File: config.mk
export PLATFORM = sky130hd
export DESIGN_NAME = hazard_stall_ctrl
export DESIGN_NICKNAME = d
export VERILOG_FILES = /design/src/rtl/hazard_pkg.sv /design/src/rtl/hz_sat_counter.sv /design/src/rtl/hazard_stall_ctrl.sv
export SDC_FILE = /design/constraint.sdc
export NUM_CORES = 1
export LEC_CHECK = 0
export CAP_MARGIN = 20
export CORE_ASPECT_RATIO = 1.1
export CORE_MARGIN = 2
export CORE_UTILIZATION = 51
export CTS_BUF_LIST = sky130_fd_sc_hd__clkbuf_2 sky130_fd_sc_hd__clkbuf_4 sky130_fd_sc_hd__clkbuf_8
export DETAILED_ROUTE_END_ITERATION = 6
export PLACE_DENSITY_LB_ADDON = 0.25
export SLEW_MARGIN = 5
export SYNTH_ARGS = -nofsm -noshare
export SYNTH_HDL_FRONTEND = slang
export SYNTH_SLANG_ARGS = --single-unit
File: constraint.sdc
create_clock -name clk_i -period 2.8 [get_ports clk_i]
set_clock_uncertainty 0.05 [all_clocks]
set_input_delay 0.28 -clock clk_i [delete_from_list [all_inputs] [get_ports clk_i]]
set_output_delay 0.28 -clock clk_i [all_outputs]
set_load 0.02 [all_outputs]
File: src/rtl/hazard_pkg.sv
// Shared types and helpers for the pipeline hazard/stall sequencer.
package hazard_pkg;

  localparam int REG_W = 5;
  localparam logic [REG_W-1:0] REG_ZERO = 5'd0;

  typedef enum logic [1:0] {
    RUN      = 2'd0,
    LU_STALL = 2'd1,
    MEM_WAIT = 2'd2,
    ERROR    = 2'd3
  } hz_state_t;

  // A load in EX whose destination is a source of the instruction in ID.
  // Register zero is hard-wired, so it never creates a dependency.
  function automatic logic load_use_hit(input logic             mem_read,
                                        input logic [REG_W-1:0] ld_rt,
                                        input logic [REG_W-1:0] id_rs,
                                        input logic [REG_W-1:0] id_rt);
    return mem_read && (ld_rt != REG_ZERO) && ((ld_rt == id_rs) || (ld_rt == id_rt));
  endfunction

endpackage

File: src/rtl/hz_sat_counter.sv
// Saturating up-counter used for the stall/flush performance counters.
module hz_sat_counter #(
  parameter int W = 16
) (
  input  logic         clk_i,
  input  logic         rst_i,
  input  logic         inc_i,
  output logic [W-1:0] cnt_o
);

  localparam logic [W-1:0] CNT_MAX = '1;

  // Increment that sticks at the all-ones value instead of wrapping.
  function automatic logic [W-1:0] sat_inc(input logic [W-1:0] v);
    return (v == CNT_MAX) ? v : v + 1'b1;
  endfunction

  // Count qualifying cycles; reset clears.
  always_ff @(posedge clk_i) begin
    if (rst_i) begin
      cnt_o <= '0;
    end else if (inc_i) begin
      cnt_o <= sat_inc(cnt_o);
    end
  end

endmodule

File: src/rtl/hazard_stall_ctrl.sv
// Pipeline sequencer: load-use stalls, taken-branch flushes and data-memory
// wait freezes, with a sticky timeout error and saturating perf counters.
module hazard_stall_ctrl
  import hazard_pkg::*;
#(
  parameter int MEM_TIMEOUT = 64,
  parameter int CNT_W       = 16
) (
  input  logic             clk_i,
  input  logic             rst_i,
  input  logic             ID_EX_MemRead_i,
  input  logic [REG_W-1:0] ID_EX_rt_i,
  input  logic [REG_W-1:0] IF_ID_rs_i,
  input  logic [REG_W-1:0] IF_ID_rt_i,
  input  logic             Branch_taken_i,
  input  logic             mem_req_i,
  input  logic             mem_ack_i,
  output logic             PCWrite_o,
  output logic             IF_ID_Write_o,
  output logic             IF_ID_Flush_o,
  output logic             ID_EX_Bubble_o,
  output logic             EX_M_Hold_o,
  output logic             M_WB_Bubble_o,
  output logic             error_o,
  output logic [CNT_W-1:0] stall_cnt_o,
  output logic [CNT_W-1:0] flush_cnt_o
);

  // One extra bit so the counter can step past MEM_TIMEOUT-1 without wrapping.
  localparam int WAIT_W = $clog2(MEM_TIMEOUT) + 1;
  localparam logic [WAIT_W-1:0] WAIT_ONE  = WAIT_W'(1);
  localparam logic [WAIT_W-1:0] WAIT_LAST = WAIT_W'(MEM_TIMEOUT - 1);

  hz_state_t         state_q, state_d;
  logic [WAIT_W-1:0] wait_cnt_q, wait_cnt_d;
  logic              error_q, error_d;

  logic load_use;
  logic mem_stall;
  logic freeze;
  logic lu_bubble;
  logic flush;

  assign load_use  = load_use_hit(ID_EX_MemRead_i, ID_EX_rt_i, IF_ID_rs_i, IF_ID_rt_i);
  assign mem_stall = mem_req_i && !mem_ack_i;

  // Next-state and hazard decisions; a branch is only flushed when nothing
  // else stalls the front end, so it stays in ID until the stall clears.
  always_comb begin
    state_d    = state_q;
    wait_cnt_d = wait_cnt_q;
    error_d    = error_q;
    freeze     = 1'b0;
    lu_bubble  = 1'b0;
    flush      = 1'b0;
    case (state_q)
      RUN: begin
        if (mem_stall) begin
          freeze     = 1'b1;
          wait_cnt_d = WAIT_ONE;
          state_d    = MEM_WAIT;
        end else if (load_use) begin
          lu_bubble = 1'b1;
          state_d   = LU_STALL;
        end else if (Branch_taken_i) begin
          flush = 1'b1;
        end
      end
      LU_STALL: begin
        // The bubble already separated the load from its consumer.
        state_d = RUN;
        if (mem_stall) begin
          freeze     = 1'b1;
          wait_cnt_d = WAIT_ONE;
          state_d    = MEM_WAIT;
        end else if (Branch_taken_i) begin
          flush = 1'b1;
        end
      end
      MEM_WAIT: begin
        if (!mem_ack_i) begin
          freeze     = 1'b1;
          wait_cnt_d = wait_cnt_q + 1'b1;
          if (wait_cnt_q == WAIT_LAST) begin
            state_d = ERROR;
            error_d = 1'b1;
          end
        end else begin
          // Ack cycle: the pipeline advances, so ID hazards apply again.
          wait_cnt_d = '0;
          state_d    = RUN;
          if (load_use) begin
            lu_bubble = 1'b1;
            state_d   = LU_STALL;
          end else if (Branch_taken_i) begin
            flush = 1'b1;
          end
        end
      end
      ERROR: begin
        freeze  = 1'b1;
        error_d = 1'b1;
      end
      default: begin
        state_d = RUN;
      end
    endcase
  end

  assign PCWrite_o      = !(freeze || lu_bubble);
  assign IF_ID_Write_o  = !(freeze || lu_bubble);
  assign ID_EX_Bubble_o = lu_bubble;
  assign EX_M_Hold_o    = freeze;
  assign M_WB_Bubble_o  = freeze;
  assign IF_ID_Flush_o  = flush;
  assign error_o        = error_q;

  // Sequencer state register; reset overrides every pending event.
  always_ff @(posedge clk_i) begin
    if (rst_i) begin
      state_q    <= RUN;
      wait_cnt_q <= '0;
      error_q    <= 1'b0;
    end else begin
      state_q    <= state_d;
      wait_cnt_q <= wait_cnt_d;
      error_q    <= error_d;
    end
  end

  hz_sat_counter #(.W(CNT_W)) u_stall_cnt (
    .clk_i (clk_i),
    .rst_i (rst_i),
    .inc_i (!PCWrite_o),
    .cnt_o (stall_cnt_o)
  );

  hz_sat_counter #(.W(CNT_W)) u_flush_cnt (
    .clk_i (clk_i),
    .rst_i (rst_i),
    .inc_i (IF_ID_Flush_o),
    .cnt_o (flush_cnt_o)
  );

endmodule

==> impl_metrics.json <==
{
  "slew_headroom_pct": 70.6,
  "syn-cell-area_um2": 2350,
  "place_hpwl_um": 3820,
  "synth.avg_cell_area_um2": 8.35,
  "maxSlewViolCount": 0,
  "power_mw": 1.46,
  "yosysSeqAreaShare_pct": 35.8,
  "drc": 0,
  "layout_setup_ws_ns": 0.121,
  "dr.pass1.iters": 4,
  "critPathLaunchType": "input pin",
  "grt_max_degree": 19,
  "multiInputGateArea_um2": 1390,
  "worstSetupPathType": "in2out",
  "cp_common_cell": "clkdlybuf4s50_1",
  "endpoint_kind": "output pin",
  "numCtsBuffers": 5,
  "overflow": 0,
  "status": "finished, final reports clean",
  "r2r_cells": 11,
  "fmax_mhz": 373,
  "nNetsFinal": 374,
  "synth.distinct_cells": 42,
  "max_stage_delay_ns": 0.55,
  "cellPowerDensity_nw_per_um2": 472,
  "rsz0062_at_grt": "false",
  "ctsLongestPathBuffers": 2,
  "stdcell_area_um2": 3100,
  "cts.sinks": 42,
  "hold_path.class": "reg2reg",
  "finalSetupViolCount": 0,
  "placed_area_um2": 3010,
  "grt_antenna_before_repair": 0,
  "ctsHtreeMaxLevel": 2,
  "drive_above_1_share_pct": 8.70,
  "nFillCells": 334,
  "synthCells": 281,
  "syn2layout_area_growth_pct": 32.2,
  "grt_pass1_vias": 1887,
  "cp_slowest_cell": "or4_1",
  "drt.antenna.violating_nets": 0,
  "tns_ns": 0,
  "synth_edf_count": 0,
  "clock-root-buffer": "clkbuf_8",
  "dominantRegCellSynth": "dfxtp_1",
  "dieHeight_um": 75.1,
  "preCtsSetupSlack_ns": 0.0141,
  "die_w_um": 68.7,
  "gp_congestion": 0.823,
  "hold_viol_final": 0,
  "crit_required_ns": 2.47,
  "ff_latch_area_um2": 841,
  "vdd_ir_drop_max_mv": 0.336,
  "fin_crit_sh_pct": 95.7,
  "routed_wl_um": 5150,
  "cellLeakagePower_nw": 1.08,
  "io_buffers": 59,
  "worst_slew_pin_slew_ns": 0.441,
  "rows": 25,
  "min_delay_path_depth": 2,
  "arrival_ns": 2.35,
  "min_period_ns": 2.68,
  "vias": 2138,
  "maxCapViolations": 0,
  "coreArea_um2": 4350,
  "grt_pass1_wl_um": 7990,
  "ys_ff_latch": 42,
  "path_max_fanout": 4,
  "syn_nets": 309,
  "path_clk_slew_ns": 0.07,
  "crit_path_cell_trace": "clkdlybuf4s50_1 -> or4_1 -> o21a_1 -> nand2_1 -> nor2_1 -> buf_4 -> clkdlybuf4s50_1",
  "cts_tree": "built",
  "post-cts-setup-buffers": 0,
  "wl_per_cell_um": 12.9,
  "async_reset_ff_share_pct": 0,
  "ios": 60,
  "synth_warnings": 0,
  "die_area_um2": 5160,
  "clk_latency_ns": 0.29,
  "track_usage_pct": 20.4,
  "start_util_pct": 54.0,
  "drt_first_iter_violations": 72,
  "antenna_cells": 0,
  "vias_per_cell": 5.36
}
==> metal layers <==
metal / GRT usage, % / routed length [um] / vias to the layer above
li1: - / - / 1080
met1: 24.8 / 2240 / 989
met2: 34.1 / 2380 / 62
met3: 5.68 / 426 / 7
met4: 7.56 / 97 / 0
met5: 0 / 0 / -
==> synthesized netlist by cell type (all sizes together) (2+ instances only) <==
| cell | count | area share [%] |
|---|---|---|
| xor2 | 15 | 5.6 |
| nand4 | 8 | 2.4 |
| a21oi | 8 | 1.7 |
| nor3 | 19 | 5.3 |
| dfxtp | 42 | 36 |
| inv | 14 | 2.2 |
| mux2i | 7 | 3.0 |
| a31oi | 2 | 0.53 |
| nor2 | 46 | 7.4 |
| or4 | 2 | 0.64 |
| o21ai | 11 | 2.5 |
| nand3 | 12 | 2.6 |
| ha | 7 | 3.7 |
| nand2b | 3 | 0.80 |
| nand2 | 19 | 3.0 |
| nor4 | 6 | 2.4 |
| clkbuf | 4 | 0.64 |
| xnor2 | 25 | 9.3 |
| buf | 7 | 2.1 |
| o21a | 2 | 0.64 |
| nor2b | 2 | 0.53 |
| nor3b | 3 | 1.2 |
| or3 | 4 | 1.1 |
| and3 | 3 | 0.80 |
==> registers in the layout, summed over array words and instances (netlist names) <==
name and flops:
u_stall_cnt.cnt_o 16, error_o 1, wait_cnt_q 7, state_q 2, u_flush_cnt.cnt_o 16
==> where the power goes <==
part,leakage [nW],total (mW),internal (mW),switching [mW]
Clock,0.0431,0.379,0.190,0.189
Sequential,0.339,0.654,0.623,0.0310
Combinational,0.701,0.430,0.197,0.234
Total,1.08,1.46,1.01,0.454
==> through the flow <==
| stage | instances | hold slack (ns) | util, % |
|---|---|---|---|
| floorplan | 281 | 0.408 | - |
| global placement | 393 | 0.424 | 69.3 |
| detailed placement | 393 | 0.452 | 69.3 |
| CTS | 399 | 0.463 | 71.2 |
| global route | 399 | 0.502 | 71.3 |
| finish | 399 | 0.463 | 71.3 |
==> path summary, 6_finish.rpt <==
path	from	to	slack, ns
hold reg to reg	wait_cnt_q[5]	wait_cnt_q[5]	0.46
setup reg to reg	state_q[0]	u_stall_cnt.cnt_o[13]	0.53
hold / removal	wait_cnt_q[5]	wait_cnt_q[5]	0.46
setup / recovery	ID_EX_rt_i[1]	ID_EX_Bubble_o	0.12
==> area by class of cell <==
cell class | count | area share [%]
clock buffer | 6 | 2.66
sequential | 42 | 27.1
timing repair buffer | 69 | 21.6
multi-input combinational | 214 | 44.8
inverter | 14 | 1.69
tap | 54 | 2.18
==> placed cells by master (no fill, tap or decap), types with 2 or more instances in the layout <==
cell type	n
a21oi_1	8
a31oi_1	2
and3_1	3
buf_4	10
clkbuf_8	6
clkdlybuf4s50_1	56
dfxtp_1	42
dlymetal6s2s_1	2
ha_1	7
inv_1	14
mux2i_1	7
nand2_1	19
nand2b_1	3
nand3_1	12
nand4_1	7
nor2_1	46
nor2b_1	2
nor3_1	13
nor3_2	6
nor3b_1	2
nor4_1	3
nor4_2	3
o21a_1	2
o21ai_0	10
or3_1	4
or4_1	2
xnor2_1	25
xor2_1	15
==> kinds of logic (layout without fill, tap and decap cells) <==
group,count (synthesis),count (layout),synth area share [%]
AO/OA/AOI/OAI,29,29,8.05
AND/OR/NAND/NOR,131,131,29.4
buffers and inverters,25,89,5.01
flip-flops,42,42,35.8
adder cells (fa/ha/maj),7,7,3.73
multiplexers,7,7,2.99
XOR/XNOR,40,40,14.9
==> repair_timing <==
item,in CTS,in global routing
gates resized for setup,1,2
hold buffers,0,0
endpoints found under the setup margin,1,2
pin swaps,0,0
==> worst max-delay path: cells and delay by family <==
| kind | cells | cell delay [ns] |
|---|---|---|
| AO/OA/AOI/OAI | 1 | 0.23 |
| buffers and inverters | 3 | 1.16 |
| AND/OR/NAND/NOR | 3 | 0.68 |
Power figures use the tool's default switching activity.
